<file path="src/rtl/key_debounce_multi.sv">
`default_nettype none
// ============================================================================
//  Module   : key_debounce_multi
//  Purpose  : Multi-channel mechanical key debouncer. Each active-low key is
//             passed through a 2-flop synchroniser and then through a
//             per-channel stability FSM. The FSM produces a debounced level
//             and one-cycle press/release strobes. An optional long-press
//             detector can be built in.
//  Ports    : clk          - system clock, rising edge
//             rst_n        - synchronous active-low reset
//             key_n        - [KEY_NUM] raw asynchronous keys, 0 = pressed
//             deb_key_n    - [KEY_NUM] debounced level, 0 = pressed
//             key_press    - [KEY_NUM] 1-cycle pulse on debounced 1->0
//             key_release  - [KEY_NUM] 1-cycle pulse on debounced 0->1
//             key_long     - [KEY_NUM] 1-cycle long-press pulse
//  Macro    : KEY_DEBOUNCE_LONG_PRESS_EN - builds the per-channel hold
//             counters. When it is undefined, key_long is tied to 0.
//  Revision : 1.0 - initial release
// ============================================================================
module key_debounce_multi #(
  parameter int KEY_NUM     = 4,
  parameter int CLK_FREQ_HZ = 50_000_000,
  parameter int DEB_MS      = 20,
  parameter int LONG_MS     = 1000
) (
  input  logic               clk,
  input  logic               rst_n,
  input  logic [KEY_NUM-1:0] key_n,
  output logic [KEY_NUM-1:0] deb_key_n,
  output logic [KEY_NUM-1:0] key_press,
  output logic [KEY_NUM-1:0] key_release,
  output logic [KEY_NUM-1:0] key_long
);

  localparam int DEB_CNT  = CLK_FREQ_HZ / 1000 * DEB_MS;
  localparam int LONG_CNT = CLK_FREQ_HZ / 1000 * LONG_MS;
  // The counter only ever has to hold 0..DEB_CNT-1.
  localparam int CNT_W    = (DEB_CNT > 2) ? $clog2(DEB_CNT) : 1;

  localparam logic [CNT_W-1:0] CNT_ZERO = '0;
  localparam logic [CNT_W-1:0] CNT_ONE  = CNT_W'(1);
  localparam logic [CNT_W-1:0] CNT_LAST = CNT_W'(DEB_CNT - 1);

  localparam logic [1:0] ST_RELEASED     = 2'd0;
  localparam logic [1:0] ST_PRESS_WAIT   = 2'd1;
  localparam logic [1:0] ST_PRESSED      = 2'd2;
  localparam logic [1:0] ST_RELEASE_WAIT = 2'd3;

  // Elaboration-time parameter sanity checks.
  if (DEB_CNT < 2) begin : g_deb_cnt_check
    $error("key_debounce_multi: DEB_CNT must be at least 2");
  end
  if (LONG_CNT < 2) begin : g_long_cnt_check
    $error("key_debounce_multi: LONG_CNT must be at least 2");
  end

  // --------------------------------------------------------------------------
  // Two-flop synchroniser. Flops reset to 1 (= released) so that a key held
  // through reset is seen as a fresh press afterwards.
  // --------------------------------------------------------------------------
  logic [KEY_NUM-1:0] s1_q;
  logic [KEY_NUM-1:0] key_s_q;

  always_ff @(posedge clk) begin
    if (!rst_n) begin
      s1_q    <= '1;
      key_s_q <= '1;
    end else begin
      s1_q    <= key_n;
      key_s_q <= s1_q;
    end
  end

  // --------------------------------------------------------------------------
  // Independent per-channel debounce FSMs
  // --------------------------------------------------------------------------
  for (genvar g = 0; g < KEY_NUM; g++) begin : g_ch
    logic [1:0]       state_q, state_d;
    logic [CNT_W-1:0] cnt_q, cnt_d;
    logic             deb_q, deb_d;
    logic             press_q, press_d;
    logic             rel_q, rel_d;
    logic             key_s;

    assign key_s = key_s_q[g];

    always_comb begin
      state_d = state_q;
      cnt_d   = cnt_q;
      deb_d   = deb_q;
      press_d = 1'b0;
      rel_d   = 1'b0;
      case (state_q)
        ST_RELEASED: begin
          if (!key_s) begin
            state_d = ST_PRESS_WAIT;
            cnt_d   = CNT_ONE;
          end
        end
        ST_PRESS_WAIT: begin
          // One high sample aborts the whole count.
          if (key_s) begin
            state_d = ST_RELEASED;
            cnt_d   = CNT_ZERO;
          end else if (cnt_q == CNT_LAST) begin
            state_d = ST_PRESSED;
            deb_d   = 1'b0;
            press_d = 1'b1;
            cnt_d   = CNT_ZERO;
          end else begin
            cnt_d   = cnt_q + CNT_ONE;
          end
        end
        ST_PRESSED: begin
          if (key_s) begin
            state_d = ST_RELEASE_WAIT;
            cnt_d   = CNT_ONE;
          end
        end
        ST_RELEASE_WAIT: begin
          if (!key_s) begin
            state_d = ST_PRESSED;
            cnt_d   = CNT_ZERO;
          end else if (cnt_q == CNT_LAST) begin
            state_d = ST_RELEASED;
            deb_d   = 1'b1;
            rel_d   = 1'b1;
            cnt_d   = CNT_ZERO;
          end else begin
            cnt_d   = cnt_q + CNT_ONE;
          end
        end
        default: begin
          state_d = ST_RELEASED;
          cnt_d   = CNT_ZERO;
          deb_d   = 1'b1;
        end
      endcase
    end

    always_ff @(posedge clk) begin
      if (!rst_n) begin
        state_q <= ST_RELEASED;
        cnt_q   <= CNT_ZERO;
        deb_q   <= 1'b1;
        press_q <= 1'b0;
        rel_q   <= 1'b0;
      end else begin
        state_q <= state_d;
        cnt_q   <= cnt_d;
        deb_q   <= deb_d;
        press_q <= press_d;
        rel_q   <= rel_d;
      end
    end

    assign deb_key_n[g]   = deb_q;
    assign key_press[g]   = press_q;
    assign key_release[g] = rel_q;

`ifdef KEY_DEBOUNCE_LONG_PRESS_EN
    localparam int HOLD_W = $clog2(LONG_CNT + 1);
    localparam logic [HOLD_W-1:0] HOLD_ONE  = HOLD_W'(1);
    localparam logic [HOLD_W-1:0] HOLD_LAST = HOLD_W'(LONG_CNT - 1);
    localparam logic [HOLD_W-1:0] HOLD_SAT  = HOLD_W'(LONG_CNT);

    logic [HOLD_W-1:0] hold_q, hold_d;
    logic              long_q, long_d;

    // The hold counter is held at zero while released or waiting for a
    // press, so it always starts from zero when PRESSED is entered. A bounce
    // back from RELEASE_WAIT keeps counting: it is still the same press.
    // Parking at LONG_CNT after the pulse gives one key_long per press.
    always_comb begin
      hold_d = hold_q;
      long_d = 1'b0;
      if (state_q == ST_PRESSED || state_q == ST_RELEASE_WAIT) begin
        if (hold_q == HOLD_LAST) begin
          long_d = 1'b1;
          hold_d = HOLD_SAT;
        end else if (hold_q < HOLD_LAST) begin
          hold_d = hold_q + HOLD_ONE;
        end
      end else begin
        hold_d = '0;
      end
    end

    always_ff @(posedge clk) begin
      if (!rst_n) begin
        hold_q <= '0;
        long_q <= 1'b0;
      end else begin
        hold_q <= hold_d;
        long_q <= long_d;
      end
    end

    assign key_long[g] = long_q;
`else
    assign key_long[g] = 1'b0;
`endif
  end

endmodule
`default_nettype wire

</file>
<file path="config.mk">
export PLATFORM = sky130hd
export DESIGN_NAME = key_debounce_multi
export DESIGN_NICKNAME = d
export VERILOG_FILES = /design/src/rtl/key_debounce_multi.sv
export SDC_FILE = /design/constraint.sdc
export NUM_CORES = 1
export LEC_CHECK = 0
export CORE_ASPECT_RATIO = 1.2
export CORE_UTILIZATION = 60
export DETAILED_ROUTE_END_ITERATION = 10
export DONT_BUFFER_PORTS = 1
export PLACE_DENSITY = 0.87
export SYNTH_ARGS = -nofsm -noshare
export SYNTH_HDL_FRONTEND = slang
export SYNTH_SLANG_ARGS = --single-unit
</file>
<file path="constraint.sdc">
create_clock -name clk -period 3.4 [get_ports clk]
set_clock_uncertainty 0.15 [all_clocks]
set_input_delay 0.68 -clock clk [delete_from_list [all_inputs] [get_ports clk]]
set_output_delay 0.68 -clock clk [all_outputs]
set_load 0.02 [all_outputs]
</file>
==> results.py <==
metrics = {
    "logic_synthesis": {
        "yosysWarnings": 0,
        "syn_area_sq_um": 5180,
        "synth_area_per_cell_sq_um": 8.53,
        "synth_ff_type": "dfxtp_1",
        "synthArstFlopShare_pct": 0,
        "synth.distinct_cells": 61,
        "synth_enable_flop_cells": 0,
        "synth_cells": 607,
        "ys_seq_elements": 108,
        "yosysSeqAreaShare_pct": 41.7,
    },
    "clock_tree": {
        "worstSkewPairLatency_ns": 0.38,
        "cts_hold_buffers": 0,
        "ctsHtreeMaxLevel": 3,
        "clk_pin_slew_ns": 0.10,
        "cts_resized": 0,
        "post-cts-setup-buffers": 0,
        "clock_sinks": 108,
        "cts_tree": "built",
        "cts_buffer_depth": 2,
        "cts_made_buffers": 9,
        "cts-root-buf": "clkbuf_8",
    },
    "sta": {
        "setup_slack_ns": 0.797,
        "slew_headroom_pct": 15.4,
        "period_share_pct": 76.6,
        "fin_crit_ns": 2.60,
        "rsz0062_at_grt": "false",
        "setup_viol": 0,
        "hold_violations": 0,
        "drv_slew": 0,
        "setup_tns_ns": 0,
        "fin_hold_ws_ns": 0.221,
        "fmax_mhz": 384,
        "tightest_slew_ns": 1.26,
    },
    "floorplanning": {
        "die_area_sq_um": 9010,
        "core_area_sq_um": 8240,
        "initial_core_util_pct": 62.8,
        "io_pins": 22,
        "die_x_um": 86.8,
        "rows": 36,
        "die_h_um": 104,
    },
    "global_routing": {
        "grt_pass1_wl_um": 17300,
        "antenna_found_initial": 2,
        "grt_pass1_vias": 3983,
        "grt_util_all_layers_pct": 23.5,
        "grt_max_degree": 29,
        "grt_overflow": 0,
    },
    "worst_setup_path": {
        "cp-start-kind": "flop",
        "crit_fanout": 12,
        "crit_family": "compound AO/OA/AOI/OAI gates",
        "criticalPathCategory": "flop to flop",
        "cp_cell_sequence": "xnor2_1 > nand2_1 > a211oi_1 > nor2_2 > nor2_1",
        "cp_num_buf_inv": 0,
        "critPathSlowestCell": "a211oi_1",
        "worst_ep_arrival_time_ns": 2.76,
        "crit_required_ns": 3.55,
        "crit_path_end_kind": "flop",
        "max_stage_delay_ns": 1.03,
    },
    "placement": {
        "pre_cts_ws_ns": 0.878,
        "dp_hpwl_um": 7180,
        "placed_area_sq_um": 5140,
        "numPortBuffers": 0,
        "gp_congestion": 0.892,
    },
    "outcome": {
        "status": "complete, no violations",
    },
    "final_layout": {
        "finalNetCount": 600,
        "fill_cells": 689,
        "fin_util_pct": 64.6,
        "final_area_sq_um": 5330,
        "syn_to_final_growth_pct": 2.85,
        "layout-drive-gt1-share_pct": 6.23,
    },
    "flow_run": {
        "cap_viol_max_count": 0,
    },
    "drt": {
        "drcViolationCount": 0,
        "ant_nets": 0,
        "drt_wl_total_um": 10200,
        "vias": 4261,
        "vias_per_cell": 6.00,
        "drtIter0Drc": 194,
        "wl_per_cell_um": 14.3,
        "drtPass1Iterations": 5,
    },
    "pwr": {
        "leakage_nw": 1.81,
        "vdd_ir_drop_max_uv": 241,
        "power_density_nw_per_um2": 394,
    },
    "min_path": {
        "hp-class": "primary input to flop",
    },
}
worst paths after layout:
check,from,end,slack (ns),cells after the start
worst min register to register,s1_q[1]$_SDFF_PN1_,key_s_q[1]$_SDFF_PN1_,0.27,1
worst max register to register,flop,g_ch[1].cnt_q[3]$_SDFFE_PN0P_,0.80,5
worst max-delay path,flop,g_ch[1].cnt_q[3]$_SDFFE_PN0P_,0.80,5
worst min-delay path,rst_n,key_s_q[1]$_SDFF_PN1_,0.22,1
cells in the final DEF, fill, tap and decap left out, drive strengths merged, types with 3 or more instances in the layout:
cell type  instances
dfxtp            108
nor2              71
nand2             55
nand3             37
a21oi             33
a31oi             24
nor3              23
xnor2             21
and3              18
nand4             18
nand2b            18
o21ai             18
xor2              17
inv               15
and4              12
clkbuf            10
a211oi             9
nor4               8
a22o               6
mux2i              5
nor4b              5
and2               4
or2                4
ha                 4
conb               4
buf                4
o31ai              3
nand3b             3
or3                3
a22oi              3
layout make-up:
class                      count  area, sq um  area share (%)
antenna                        2         5.00          0.0940
tap                          114          143            2.68
sequential                   108         2160            40.6
clock inverter                 5         45.0           0.846
multi-input combinational    454         2760            51.7
inverter                      13         48.8           0.916
clock buffer                  10          138            2.58
timing repair buffer           4         30.0           0.564
stage by stage:
| stage | std cells | power (mW) |
|---|---|---|
| finish | 710 | 2.10 |
| global route | 710 | 2.16 |
| CTS | 708 | 2.11 |
| detailed placement | 693 | 1.39 |
| global placement | 693 | 1.38 |
| floorplan | 610 | 1.38 |
registers in the layout, indices dropped and copies added, names as in the netlist, named ones only:
| name | count |
|---|---|
| s1_q | 4 |
| g_ch.press_q | 4 |
| g_ch.cnt_q | 80 |
| g_ch.rel_q | 4 |
| g_ch.state_q | 4 |
| key_s_q | 4 |
| g_ch.deb_q | 4 |
report_power, final:
| part | switching [mW] | leakage [nW] | total (mW) | internal, mW |
|---|---|---|---|---|
| combinational | 0.0485 | 0.847 | 0.0677 | 0.0192 |
| sequential | 0.0158 | 0.873 | 1.29 | 1.28 |
| clock | 0.445 | 0.0909 | 0.738 | 0.293 |
Yosys cell counts, types with 4 or more instances:
cell type	n	area share, %
clkbuf_1	9	0.65
buf_2	5	0.48
xor2_1	17	2.9
a31oi_1	24	2.9
xnor2_1	21	3.6
nor2_1	69	5.0
nor4_1	6	0.72
a211oi_1	7	1.0
buf_4	17	2.5
nand2_1	55	4.0
a22o_1	6	1.0
nor3_1	20	1.9
mux2i_1	5	0.97
o21ai_0	16	1.5
nand2b_1	18	2.2
nand4_1	18	2.2
and2_1	4	0.48
ha_1	4	0.97
dfxtp_1	108	42
or2_2	4	0.48
a21oi_1	33	3.2
inv_1	13	0.94
and3_1	18	2.2
and4_1	12	2.0
nand3_1	37	3.6
logic make-up (layout without fill, tap and decap cells):
group / Yosys count / after routing / synth area share, %
buf+inv: 48 / 32 / 5.27
xor+xnor: 38 / 38 / 6.43
mux: 5 / 5 / 0.966
compound gates: 116 / 116 / 14.7
other cells: 1 / 6 / 0.0724
flops: 108 / 108 / 41.7
simple gates: 287 / 287 / 29.9
fa+ha+maj: 4 / 4 / 0.966
per-layer routing:
metal | vias to the layer above | GRT usage (%) | wire [um]
met1 | 2006 | 28.5 | 4520
met5 | - | 0 | 0
met3 | 18 | 5.02 | 445
met2 | 97 | 40.4 | 5050
li1 | 2140 | - | -
met4 | 0 | 8.10 | 152
No activity file was read; power rests on OpenSTA's default activity.
